$ cat src/rtl/axi4lite_random_slave_if.sv
// AXI4-Lite bus bundle for the random-stall responder.
// master drives AW/W/AR and BREADY/RREADY; slave drives READY, B and R.
interface axi4lite_random_slave_if #(
  parameter int ADDR_W     = 16,
  parameter int DATA_BYTEW = 4,
  parameter int ID_W       = 4
);
  logic [ID_W-1:0]         AWID;
  logic [ADDR_W-1:0]       AWADDR;
  logic [2:0]              AWPROT;
  logic                    AWVALID;
  logic                    AWREADY;
  logic [DATA_BYTEW*8-1:0] WDATA;
  logic [DATA_BYTEW-1:0]   WSTRB;
  logic                    WVALID;
  logic                    WREADY;
  logic [ID_W-1:0]         BID;
  logic [1:0]              BRESP;
  logic                    BVALID;
  logic                    BREADY;
  logic [ID_W-1:0]         ARID;
  logic [ADDR_W-1:0]       ARADDR;
  logic [2:0]              ARPROT;
  logic                    ARVALID;
  logic                    ARREADY;
  logic [ID_W-1:0]         RID;
  logic [DATA_BYTEW*8-1:0] RDATA;
  logic [1:0]              RRESP;
  logic                    RVALID;
  logic                    RREADY;

  modport master (
    output AWID, AWADDR, AWPROT, AWVALID,
    input  AWREADY,
    output WDATA, WSTRB, WVALID,
    input  WREADY,
    input  BID, BRESP, BVALID,
    output BREADY,
    output ARID, ARADDR, ARPROT, ARVALID,
    input  ARREADY,
    input  RID, RDATA, RRESP, RVALID,
    output RREADY
  );

  modport slave (
    input  AWID, AWADDR, AWPROT, AWVALID,
    output AWREADY,
    input  WDATA, WSTRB, WVALID,
    output WREADY,
    output BID, BRESP, BVALID,
    input  BREADY,
    input  ARID, ARADDR, ARPROT, ARVALID,
    output ARREADY,
    output RID, RDATA, RRESP, RVALID,
    input  RREADY
  );
endinterface

$ cat src/rtl/axi4lite_random_slave.sv
// AXI4-Lite soak responder: small memory, xoroshiro128+ driven stalls/delays.
// Ports: i_clk, i_rst_n (sync, low), axi (slave modport), i_pr_* probabilities.
// Optional macro AXI4LITE_RANDOM_SLAVE_ERR_EN adds i_pr_err and SLVERR injection.
module axi4lite_random_slave #(
  parameter int PROB_W     = 8,
  parameter int ADDR_W     = 16,
  parameter int DATA_BYTEW = 4,
  parameter int ID_W       = 4,
  parameter int MEM_AW     = 4
) (
  input  logic              i_clk,
  input  logic              i_rst_n,
  axi4lite_random_slave_if.slave axi,
  input  logic [PROB_W-1:0] i_pr_aw_stall,
  input  logic [PROB_W-1:0] i_pr_w_stall,
  input  logic [PROB_W-1:0] i_pr_ar_stall,
  input  logic [PROB_W-1:0] i_pr_b_delay,
  input  logic [PROB_W-1:0] i_pr_r_delay
`ifdef AXI4LITE_RANDOM_SLAVE_ERR_EN
  ,
  input  logic [PROB_W-1:0] i_pr_err
`endif
);

  localparam int DW    = DATA_BYTEW * 8;
  localparam int DEPTH = 1 << MEM_AW;
  localparam int BO    = (DATA_BYTEW > 1) ? $clog2(DATA_BYTEW) : 0;

  localparam logic [1:0]  OKAY   = 2'b00;
  localparam logic [1:0]  SLVERR = 2'b10;
  localparam logic [63:0] SEED0  = 64'd1414213562;
  localparam logic [63:0] SEED1  = 64'd2718281828;

  // xoroshiro128+ (a=24, b=16, c=37)
  logic [63:0] s0_q, s0_d;
  logic [63:0] s1_q, s1_d;
  logic [63:0] rnd;
  logic [63:0] mix;

  always_comb begin
    rnd  = s0_q + s1_q;
    mix  = s0_q ^ s1_q;
    s0_d = {s0_q[39:0], s0_q[63:40]} ^ mix ^ (mix << 16);
    s1_d = {mix[26:0], mix[63:27]};
  end

  // Each control compares against its own disjoint slice of rnd
  logic do_aw, do_w, do_ar, do_b, do_r, do_err;

  assign do_aw = i_pr_aw_stall > rnd[0*PROB_W +: PROB_W];
  assign do_w  = i_pr_w_stall  > rnd[1*PROB_W +: PROB_W];
  assign do_ar = i_pr_ar_stall > rnd[2*PROB_W +: PROB_W];
  assign do_b  = i_pr_b_delay  > rnd[3*PROB_W +: PROB_W];
  assign do_r  = i_pr_r_delay  > rnd[4*PROB_W +: PROB_W];

  logic unused_bits;

`ifdef AXI4LITE_RANDOM_SLAVE_ERR_EN
  assign do_err = i_pr_err > rnd[5*PROB_W +: PROB_W];
  assign unused_bits = ^{rnd[63:6*PROB_W], axi.AWPROT, axi.ARPROT,
                         axi.AWADDR, axi.ARADDR};
`else
  assign do_err = 1'b0;
  assign unused_bits = ^{rnd[63:5*PROB_W], axi.AWPROT, axi.ARPROT,
                         axi.AWADDR, axi.ARADDR};
`endif

  // Holding registers
  logic              aw_full_q, aw_full_d;
  logic [ID_W-1:0]   awid_q, awid_d;
  logic [MEM_AW-1:0] awidx_q, awidx_d;
  logic              w_full_q, w_full_d;
  logic [DW-1:0]     wdata_q, wdata_d;
  logic [DATA_BYTEW-1:0] wstrb_q, wstrb_d;
  logic              ar_full_q, ar_full_d;
  logic [ID_W-1:0]   arid_q, arid_d;
  logic [MEM_AW-1:0] aridx_q, aridx_d;

  // Response registers
  logic              bvalid_q, bvalid_d;
  logic [ID_W-1:0]   bid_q, bid_d;
  logic [1:0]        bresp_q, bresp_d;
  logic              rvalid_q, rvalid_d;
  logic [ID_W-1:0]   rid_q, rid_d;
  logic [DW-1:0]     rdata_q, rdata_d;
  logic [1:0]        rresp_q, rresp_d;

  logic [DW-1:0] mem_q [DEPTH];
  logic [DW-1:0] mem_d [DEPTH];

  // READY uses only state and PRNG, never VALID
  logic awready, wready, arready;

  assign awready = !aw_full_q && !do_aw && i_rst_n;
  assign wready  = !w_full_q  && !do_w  && i_rst_n;
  assign arready = !ar_full_q && !do_ar && i_rst_n;

  assign axi.AWREADY = awready;
  assign axi.WREADY  = wready;
  assign axi.ARREADY = arready;
  assign axi.BVALID  = bvalid_q;
  assign axi.BID     = bid_q;
  assign axi.BRESP   = bresp_q;
  assign axi.RVALID  = rvalid_q;
  assign axi.RID     = rid_q;
  assign axi.RDATA   = rdata_q;
  assign axi.RRESP   = rresp_q;

  logic aw_hs, w_hs, ar_hs, b_hs, r_hs;
  logic wr_go, rd_go;

  assign aw_hs = axi.AWVALID && awready;
  assign w_hs  = axi.WVALID  && wready;
  assign ar_hs = axi.ARVALID && arready;
  assign b_hs  = bvalid_q && axi.BREADY;
  assign r_hs  = rvalid_q && axi.RREADY;

  // Write waits for B to fully drain; read may refill on the R handshake
  assign wr_go = aw_full_q && w_full_q && !bvalid_q && !do_b;
  assign rd_go = ar_full_q && (!rvalid_q || axi.RREADY) && !do_r;

  always_comb begin
    aw_full_d = aw_full_q;
    awid_d    = awid_q;
    awidx_d   = awidx_q;
    w_full_d  = w_full_q;
    wdata_d   = wdata_q;
    wstrb_d   = wstrb_q;
    ar_full_d = ar_full_q;
    arid_d    = arid_q;
    aridx_d   = aridx_q;
    bvalid_d  = bvalid_q;
    bid_d     = bid_q;
    bresp_d   = bresp_q;
    rvalid_d  = rvalid_q;
    rid_d     = rid_q;
    rdata_d   = rdata_q;
    rresp_d   = rresp_q;
    mem_d     = mem_q;

    if (aw_hs) begin
      aw_full_d = 1'b1;
      awid_d    = axi.AWID;
      awidx_d   = axi.AWADDR[BO +: MEM_AW];
    end
    if (w_hs) begin
      w_full_d = 1'b1;
      wdata_d  = axi.WDATA;
      wstrb_d  = axi.WSTRB;
    end
    if (ar_hs) begin
      ar_full_d = 1'b1;
      arid_d    = axi.ARID;
      aridx_d   = axi.ARADDR[BO +: MEM_AW];
    end

    if (b_hs) bvalid_d = 1'b0;
    if (wr_go) begin
      aw_full_d = 1'b0;
      w_full_d  = 1'b0;
      bvalid_d  = 1'b1;
      bid_d     = awid_q;
      bresp_d   = do_err ? SLVERR : OKAY;
      if (!do_err) begin
        for (int b = 0; b < DATA_BYTEW; b++) begin
          if (wstrb_q[b])
            mem_d[awidx_q][8*b +: 8] = wdata_q[8*b +: 8];
        end
      end
    end

    if (r_hs) rvalid_d = 1'b0;
    // Reads sample mem_q, so a same-cycle write lands after this read
    if (rd_go) begin
      ar_full_d = 1'b0;
      rvalid_d  = 1'b1;
      rid_d     = arid_q;
      rresp_d   = do_err ? SLVERR : OKAY;
      rdata_d   = do_err ? '0 : mem_q[aridx_q];
    end
  end

  always_ff @(posedge i_clk) begin
    if (!i_rst_n) begin
      s0_q      <= SEED0;
      s1_q      <= SEED1;
      aw_full_q <= 1'b0;
      awid_q    <= '0;
      awidx_q   <= '0;
      w_full_q  <= 1'b0;
      wdata_q   <= '0;
      wstrb_q   <= '0;
      ar_full_q <= 1'b0;
      arid_q    <= '0;
      aridx_q   <= '0;
      bvalid_q  <= 1'b0;
      bid_q     <= '0;
      bresp_q   <= OKAY;
      rvalid_q  <= 1'b0;
      rid_q     <= '0;
      rdata_q   <= '0;
      rresp_q   <= OKAY;
      for (int i = 0; i < DEPTH; i++)
        mem_q[i] <= '0;
    end else begin
      s0_q      <= s0_d;
      s1_q      <= s1_d;
      aw_full_q <= aw_full_d;
      awid_q    <= awid_d;
      awidx_q   <= awidx_d;
      w_full_q  <= w_full_d;
      wdata_q   <= wdata_d;
      wstrb_q   <= wstrb_d;
      ar_full_q <= ar_full_d;
      arid_q    <= arid_d;
      aridx_q   <= aridx_d;
      bvalid_q  <= bvalid_d;
      bid_q     <= bid_d;
      bresp_q   <= bresp_d;
      rvalid_q  <= rvalid_d;
      rid_q     <= rid_d;
      rdata_q   <= rdata_d;
      rresp_q   <= rresp_d;
      mem_q     <= mem_d;
    end
  end

endmodule

$ cat src/flat_wrapper.sv
// flat-port wrapper written by rule: the top's interface ports become plain ports
module axi4lite_random_slave_flat 
#(
  parameter int PROB_W     = 8,
  parameter int ADDR_W     = 16,
  parameter int DATA_BYTEW = 4,
  parameter int ID_W       = 4,
  parameter int MEM_AW     = 4
)
  (i_clk, i_rst_n, i_pr_aw_stall, i_pr_w_stall, i_pr_ar_stall, i_pr_b_delay, i_pr_r_delay, axi_AWID, axi_AWADDR, axi_AWPROT, axi_AWVALID, axi_AWREADY, axi_WDATA, axi_WSTRB, axi_WVALID, axi_WREADY, axi_BID, axi_BRESP, axi_BVALID, axi_BREADY, axi_ARID, axi_ARADDR, axi_ARPROT, axi_ARVALID, axi_ARREADY, axi_RID, axi_RDATA, axi_RRESP, axi_RVALID, axi_RREADY);
  axi4lite_random_slave_if #(.ADDR_W(ADDR_W), .DATA_BYTEW(DATA_BYTEW), .ID_W(ID_W)) axi_i ();
  input  logic i_clk;
  input  logic i_rst_n;
  input  logic [PROB_W-1:0] i_pr_aw_stall;
  input  logic [PROB_W-1:0] i_pr_w_stall;
  input  logic [PROB_W-1:0] i_pr_ar_stall;
  input  logic [PROB_W-1:0] i_pr_b_delay;
  input  logic [PROB_W-1:0] i_pr_r_delay;
  input wire logic [$bits(axi_i.AWID)-1:0] axi_AWID;
  input wire logic [$bits(axi_i.AWADDR)-1:0] axi_AWADDR;
  input wire logic [$bits(axi_i.AWPROT)-1:0] axi_AWPROT;
  input wire logic [$bits(axi_i.AWVALID)-1:0] axi_AWVALID;
  output wire logic [$bits(axi_i.AWREADY)-1:0] axi_AWREADY;
  input wire logic [$bits(axi_i.WDATA)-1:0] axi_WDATA;
  input wire logic [$bits(axi_i.WSTRB)-1:0] axi_WSTRB;
  input wire logic [$bits(axi_i.WVALID)-1:0] axi_WVALID;
  output wire logic [$bits(axi_i.WREADY)-1:0] axi_WREADY;
  output wire logic [$bits(axi_i.BID)-1:0] axi_BID;
  output wire logic [$bits(axi_i.BRESP)-1:0] axi_BRESP;
  output wire logic [$bits(axi_i.BVALID)-1:0] axi_BVALID;
  input wire logic [$bits(axi_i.BREADY)-1:0] axi_BREADY;
  input wire logic [$bits(axi_i.ARID)-1:0] axi_ARID;
  input wire logic [$bits(axi_i.ARADDR)-1:0] axi_ARADDR;
  input wire logic [$bits(axi_i.ARPROT)-1:0] axi_ARPROT;
  input wire logic [$bits(axi_i.ARVALID)-1:0] axi_ARVALID;
  output wire logic [$bits(axi_i.ARREADY)-1:0] axi_ARREADY;
  output wire logic [$bits(axi_i.RID)-1:0] axi_RID;
  output wire logic [$bits(axi_i.RDATA)-1:0] axi_RDATA;
  output wire logic [$bits(axi_i.RRESP)-1:0] axi_RRESP;
  output wire logic [$bits(axi_i.RVALID)-1:0] axi_RVALID;
  input wire logic [$bits(axi_i.RREADY)-1:0] axi_RREADY;
  assign axi_i.AWID = axi_AWID;
  assign axi_i.AWADDR = axi_AWADDR;
  assign axi_i.AWPROT = axi_AWPROT;
  assign axi_i.AWVALID = axi_AWVALID;
  assign axi_AWREADY = axi_i.AWREADY;
  assign axi_i.WDATA = axi_WDATA;
  assign axi_i.WSTRB = axi_WSTRB;
  assign axi_i.WVALID = axi_WVALID;
  assign axi_WREADY = axi_i.WREADY;
  assign axi_BID = axi_i.BID;
  assign axi_BRESP = axi_i.BRESP;
  assign axi_BVALID = axi_i.BVALID;
  assign axi_i.BREADY = axi_BREADY;
  assign axi_i.ARID = axi_ARID;
  assign axi_i.ARADDR = axi_ARADDR;
  assign axi_i.ARPROT = axi_ARPROT;
  assign axi_i.ARVALID = axi_ARVALID;
  assign axi_ARREADY = axi_i.ARREADY;
  assign axi_RID = axi_i.RID;
  assign axi_RDATA = axi_i.RDATA;
  assign axi_RRESP = axi_i.RRESP;
  assign axi_RVALID = axi_i.RVALID;
  assign axi_i.RREADY = axi_RREADY;
  axi4lite_random_slave #(.PROB_W(PROB_W), .ADDR_W(ADDR_W), .DATA_BYTEW(DATA_BYTEW), .ID_W(ID_W), .MEM_AW(MEM_AW)) u_core (.i_clk(i_clk), .i_rst_n(i_rst_n), .axi(axi_i), .i_pr_aw_stall(i_pr_aw_stall), .i_pr_w_stall(i_pr_w_stall), .i_pr_ar_stall(i_pr_ar_stall), .i_pr_b_delay(i_pr_b_delay), .i_pr_r_delay(i_pr_r_delay));
endmodule
$ cat config.mk
export PLATFORM = sky130hd
export DESIGN_NAME = axi4lite_random_slave_flat
export DESIGN_NICKNAME = d
export VERILOG_FILES = /design/src/rtl/axi4lite_random_slave_if.sv /design/src/rtl/axi4lite_random_slave.sv /design/src/flat_wrapper.sv
export SDC_FILE = /design/constraint.sdc
export NUM_CORES = 1
export LEC_CHECK = 0
export ABC_CLOCK_PERIOD_IN_PS = 5100
export CAP_MARGIN = 15
export CORE_ASPECT_RATIO = 0.6
export CORE_MARGIN = 2
export CORE_UTILIZATION = 60
export CTS_CLUSTER_SIZE = 8
export DETAILED_ROUTE_END_ITERATION = 10
export PLACE_DENSITY = 0.8
export RECOVER_POWER = 50
export SYNTH_ARGS = -nofsm -noshare
export SYNTH_HDL_FRONTEND = slang
export SYNTH_SLANG_ARGS = --single-unit
$ cat constraint.sdc
create_clock -name i_clk -period 5.1 [get_ports i_clk]
set_clock_uncertainty 0.15 [all_clocks]
set_input_delay 0.765 -clock i_clk [delete_from_list [all_inputs] [get_ports i_clk]]
set_output_delay 0.765 -clock i_clk [all_outputs]
set_load 0.1 [all_outputs]
# ---- Word-level counts from Yosys, hierarchy flattened
# Cells that the tools add are included.
dict set report classes {
  n_addsub 1
  order_cmp 8
  mux 26
  bitwise 6
  reduce_logical 32
}
# cell n
set op_table {}
lappend op_table {{$mux 512} 7}
lappend op_table {{$bwmux 512} 4}
lappend op_table {{$demux 32 s4} 4}
lappend op_table {{$xor 64x64->64} 3}
lappend op_table {{$bmux 32 s4} 1}
lappend op_table {{$mux 32} 3}
lappend op_table {{$add 40x40->40} 1}
lappend op_table {{$gt 8x8->1} 5}
lappend op_table {{$mux 24} 1}
lappend op_table {{$logic_and 1x1->1} 17}
lappend op_table {{$mux 16} 1}
lappend op_table {{$ge 5x5->1 const B} 2}
lappend op_table {{$logic_not 1->1} 10}
lappend op_table {{$not 4->5} 2}
lappend op_table {{$mux 8} 1}
lappend op_table {{$lt 5x1->1 const B} 1}
lappend op_table {{$mux 1} 4}
lappend op_table {{$reduce_bool 2->1} 2}
lappend op_table {{$reduce_or 2->1} 2}
lappend op_table {{$logic_or 1x1->1} 1}
lappend op_table {{$not 1->1} 1}
dict set report word_totals {
  regBits 737
  inputBits 129
  out_inout_bits 49
}

# ---- Depth between registers and ports, before layout
dict set report logic_depth {
  depth_word 16
  ltp_mapped 22
  mapped_depth_nobuf 20
}

# ---- Least setup slack after synthesis
# No wires, ideal clock.
dict set report synth_path {
  path_kind {register -> register}
  from {register u_core.s0_q[3]}
  to {register u_core.wstrb_q[1]}
  setup_time_ns 0.117
  arrival_ns 4.090
  t_required_ns 4.833
  setup_slack_ns 0.743
  stages_incl_launch_ff 21
  n_path_buf 2
  path_cell_list {dfxtp_1 ha_1 clkbuf_1 a21o_1 a21o_1 nor2_1 nor2_1 o21ai_0 nand2b_1 a21oi_1 xor2_1 ha_1 nor2b_1 o21a_1 o21a_1 o21ai_0 a31o_2 nand2_1 buf_2 mux2i_1 nor2b_1}
}
dict set report synth_between {
  elab_chain_len 6
}
# element line
set synth_lines {}
lappend synth_lines {{start, declared} axi4lite_random_slave.sv:35} ;# logic [63:0] s0_q, s0_d;
lappend synth_lines {{start signal, assigned} axi4lite_random_slave.sv:185} ;# s0_q <= SEED0;
lappend synth_lines {{start signal, assigned} axi4lite_random_slave.sv:206} ;# s0_q <= s0_d;
lappend synth_lines {{$add 40x40->40} axi4lite_random_slave.sv:41} ;# rnd = s0_q + s1_q;
lappend synth_lines {{$gt 8x8->1} axi4lite_random_slave.sv:51} ;# assign do_w = i_pr_w_stall > rnd[1*PROB_W +: PROB_W];
lappend synth_lines {{$logic_not 1->1} axi4lite_random_slave.sv:95} ;# assign wready = !w_full_q && !do_w && i_rst_n;
lappend synth_lines {{$logic_and 1x1->1 (2 in series)} axi4lite_random_slave.sv:95}
lappend synth_lines {{net axi_WREADY} flat_wrapper.sv:27} ;# output wire logic [$bits(axi_i.WREADY)-1:0] axi_WREADY;
lappend synth_lines {{$logic_and 1x1->1} axi4lite_random_slave.sv:113} ;# assign w_hs = axi.WVALID && wready;
lappend synth_lines {{end signal, assigned} axi4lite_random_slave.sv:213} ;# wstrb_q <= wstrb_d;
lappend synth_lines {{end, declared} axi4lite_random_slave.sv:74} ;# logic [DATA_BYTEW-1:0] wstrb_q, wstrb_d;
# The timed path passes the listed nets, and every way through them passes these cells.
# A chain may end at the register's enable or synchronous reset.

# ---- Worst setup path in the final report
dict set report layout_path {
  from {register u_core.s0_q[0]}
  to {register u_core.mem_q[110] (netlist bit)}
}
dict set report layout_between {
  elab_chain_len 4
}
# element line
set layout_lines {}
lappend layout_lines {{$add 40x40->40} axi4lite_random_slave.sv:41}
lappend layout_lines {{$gt 8x8->1} axi4lite_random_slave.sv:53} ;# assign do_b = i_pr_b_delay > rnd[3*PROB_W +: PROB_W];
lappend layout_lines {{$logic_not 1->1} axi4lite_random_slave.sv:119} ;# assign wr_go = aw_full_q && w_full_q && !bvalid_q && !do_b;
lappend layout_lines {{$logic_and 1x1->1} axi4lite_random_slave.sv:119}
lappend layout_lines {{end signal, assigned} axi4lite_random_slave.sv:224} ;# mem_q <= mem_d;
lappend layout_lines {{end, declared} axi4lite_random_slave.sv:88} ;# logic [DW-1:0] mem_q [DEPTH];
# No other way between the ends.

==> metrics.yaml <==
cap_viol_max_count: 1
power.switching_mw: 9.535
rsz0062_at_grt: "true"
finish.instance_area_mm2: 0.04097
post-route-drc-count: 0
synth_enable_flop_cells: 0
leakagePower_nw: 15.65
grt_start_max_net_pins: 210
min-delay-start: "u_core.mem_q[163]"
status: "complete, but fails checks"
synthSimpleGateAreaFrac: 0.1383
final_min_period_over_clock_period: 1.019
place.gp.congestion: 0.9686
synthesized_area_fraction_occupied_by_ao_oa_aoi_and_oai_cells: 0.04132
p_comb_frac: 0.455
layout_cell_share_with_drive_strength_beyond_1: 0.1757
postRouteAntennaNets: 0
final-hold-violation-count: 0
max-slew-margin-rel: -0.5820
fp.dieH_um: 188.4
routedLengthMet1_um: 42970
port_buffers: 143
crit_fanout: 8
post-route-min-period_ns: 5.198
core_region_area_mm2: 0.05591
final_hold_slack_ns: 0.3045
timing.setup.critical_path_class: "reg2reg"
routed-wl-met3_um: 9946
placement.cell_area_mm2: 0.03717
met2_length_um: 43650
num_io_pins: 178
synth_cell_type_count: 69
synthesis.area_mm2: 0.03400
failing_checks: "max-capacitance violations, max-slew violations, negative setup slack"
fin_max_slew_vios: 62
yosys-top-cells-count: "737 x sky130_fd_sc_hd__dfxtp_1, 688 x sky130_fd_sc_hd__nand2_1, 568 x sky130_fd_sc_hd__mux2i_1"
worstPathRequired_ns: 5.49
portion_of_synthesized_cell_area_occupied_by_the_leading_cell_type: 0.4339
yosys_warnings: 0
launching_point_of_the_worst_reg2reg_path: "u_core.s0_q[0]"
ys_seq_area_frac: 0.4339
routed_wl_um: 99900
clock-root-buffer: "sky130_fd_sc_hd__clkbuf_16"
yosys.area_share.xor_xnor: 0.04482
clock_slew_seen_by_the_registers_of_the_worst_setup_and_hold_paths_ns: 0.05
timing_worst_slew_pin_value_ns: 2.373
detail_route.vias_per_cell: 6.130
syn_to_final_growth_pct: 20.49
yosys-mux-area-fraction: 0.2732
synth_top_family_by_area: "multiplexers"
placement_rows: 67
drt_pass1_iterations: 6
finish.net_count: 3598
dp.final_hpwl_um: 63740
cell_count_after_synthesis: 3230
top_layer_used: "met5"
synth.ff_latch_count: 737
clock_power_share: 0.246
htree_num_levels: 3
worst-r2r-setup-slack_ns: -0.1
cts_hold_buf: 0
cts-buffers-inserted: 102
grt_antenna_before_repair: 2
synthFlopType: "sky130_fd_sc_hd__dfxtp_1"
hold_path_end: "u_core.mem_q[163]"
crit_path_start_kind: "flip-flop"
initialDrtViolationCount: 2715
timing.hold.worst_path_depth: 2
timing.final.setup_violations: 142
yosys-top-cells-area: "sky130_fd_sc_hd__dfxtp_1 43%, sky130_fd_sc_hd__mux2i_1 17%, sky130_fd_sc_hd__mux4_2 11%, sky130_fd_sc_hd__nand2_1 7.6%, sky130_fd_sc_hd__ha_1 2.9%"
share_of_flip_flops_with_an_asynchronous_set_or_reset: 0
synth.avg_cell_area_um2: 10.53
die_area_mm2: 0.05866
seq_power_share: 0.299
irDropWorstVdd_uv: 412.8
timing.hold.worst.class: "reg2reg"
tritoncts: "done"
max_clock_freq_ghz: 0.1924
first_global_vias: 25864
powerDensity_mw_per_mm2: 588.6
cts.sinks: 737
start_point_of_the_critical_path: "u_core.s0_q[0]"
floorplan.initialDensity: 0.6081
r2r.worst_path.cells: 24
p_int_mw: 14.58
ctsLongestPathBuffers: 3
rr_endpoint: "u_core.mem_q[110]"
width_of_the_die_um: 311.3
synth_adder_area_share: 0.02966
global_route_wire_length_before_repair_um: 147600
final.setup.worst_slack_ns: -0.09767
worst_setup_path_end_kind: "flip-flop"
insertion_delay_ns: 0.65
synth_largest_area_cell: "sky130_fd_sc_hd__dfxtp_1"
grt_overflow: 0
cp.arrival_ns: 5.59
synth.most_common_cell: "sky130_fd_sc_hd__dfxtp_1"
gr-usage-all-layers: 0.3263
power.share.switching: 0.3953
routed_wire_length_per_instance_um: 24.03
vias: 25484
## state kept, by name (all words and copies together), names as in the netlist, 4 cells and up
name and flops:
u_core.mem_q 512, u_core.s0_q 64, u_core.s1_q 64, u_core.axi.RDATA 32
u_core.wdata_q 32, u_core.arid_q 4, u_core.aridx_q 4, u_core.awid_q 4
u_core.awidx_q 4, u_core.axi.BID 4, u_core.axi.RID 4, u_core.wstrb_q 4
## how the worst max path moves through the flow
stage and endpoint:
5_1_grt u_core.mem_q[110], 4_1_cts u_core.mem_q[101], 3_5_place_dp u_core.mem_q[100], 6_report u_core.mem_q[110]
3_3_place_gp u_core.mem_q[183], 2_1_floorplan u_core.wstrb_q[1]
## layer usage
metal | vias up | global-route usage
met4 | 2 | 0.1163
met2 | 1174 | 0.4881
met5 | - | 0
li1 | 11403 | -
met3 | 216 | 0.08640
met1 | 12689 | 0.4567
## layout by cell type (no fill, tap or decap), types with 71 or more instances in the layout
cell,netlist,final
sky130_fd_sc_hd__dfxtp_1,737,726
sky130_fd_sc_hd__nand2_1,688,687
sky130_fd_sc_hd__mux2i_1,568,542
sky130_fd_sc_hd__mux4_2,160,160
sky130_fd_sc_hd__clkbuf_16,0,107
sky130_fd_sc_hd__xnor2_1,103,103
sky130_fd_sc_hd__clkdlybuf4s50_1,0,97
sky130_fd_sc_hd__buf_4,45,76
sky130_fd_sc_hd__nor2b_1,74,73
sky130_fd_sc_hd__xor2_1,71,71
sky130_fd_sc_hd__buf_12,0,71
## area by class of cell
class,count,area (um2)
multi-input cells,2211,18680
clock buffers,104,2560
well taps,759,949.7
flip-flops and latches,737,14770
diodes,1,2.502
fillers,3601,14940
inverters,24,90.09
clock inverters,8,103.9
repair buffers,313,3807
## critical path: stages, from the launching register on
cell and delay, ns:
sky130_fd_sc_hd__dfxtp_2 0.35, sky130_fd_sc_hd__ha_4 0.14, sky130_fd_sc_hd__inv_2 0.03, sky130_fd_sc_hd__fa_2 0.36, sky130_fd_sc_hd__nor2b_4 0.15, sky130_fd_sc_hd__o211ai_4 0.10
sky130_fd_sc_hd__a211oi_4 0.28, sky130_fd_sc_hd__o31a_1 0.30, sky130_fd_sc_hd__a221oi_4 0.12, sky130_fd_sc_hd__o41ai_4 0.32, sky130_fd_sc_hd__buf_4 0.21, sky130_fd_sc_hd__buf_6 0.10
sky130_fd_sc_hd__a221oi_4 0.05, sky130_fd_sc_hd__xor2_1 0.19, sky130_fd_sc_hd__ha_1 0.35, sky130_fd_sc_hd__nand4_1 0.11, sky130_fd_sc_hd__nor2_1 0.13, sky130_fd_sc_hd__a22oi_2 0.19
sky130_fd_sc_hd__a211oi_4 0.33, sky130_fd_sc_hd__buf_4 0.17, sky130_fd_sc_hd__buf_12 0.14, sky130_fd_sc_hd__clkbuf_16 0.17, sky130_fd_sc_hd__and3_4 0.20, sky130_fd_sc_hd__buf_12 0.15
sky130_fd_sc_hd__mux2i_1 0.25
## through the flow
stage               worst slack [ns]  setup TNS [ns]  cells  utilization  total power, mW
floorplan                     0.7431               0   3233            -            13.88
global placement              0.1018               0   4022       0.6648            16.93
detailed placement          -0.04718         -0.7637   4022       0.6648            17.23
CTS                         -0.03459         -0.8318   4146       0.7193            23.40
global route                 -0.1491          -22.80   4156       0.7327            25.09
finish                      -0.09767          -3.203   4157       0.7327            24.12
## timing repair
| action | in CTS | in global routing |
|---|---|---|
| setup endpoints to repair | 356 | 558 |
| cloned | 4 | 5 |
| setup buffers | 8 | 8 |
| gates resized for setup | 48 | 132 |
| pin swaps | 5 | 15 |
## power groups by stage
stage,clock (mW),combinational [mW],sequential [mW]
floorplan,0,7.00,6.88
global placement,0,9.75,7.17
detailed placement,0,10.0,7.21
CTS,5.96,10.3,7.12
global route,6.22,11.6,7.25
finish,5.94,11.0,7.20
## kinds of logic after synthesis
logic type               count (synthesis)
other                                    1
multiplexers                           728
AND/OR/NAND/NOR                       1025
flip-flops                             737
adder cells (fa/ha/maj)                 80
XOR/XNOR                               174
AO/OA/AOI/OAI                          200
buffers and inverters                  285
No activity file was read; power rests on OpenSTA's default activity.
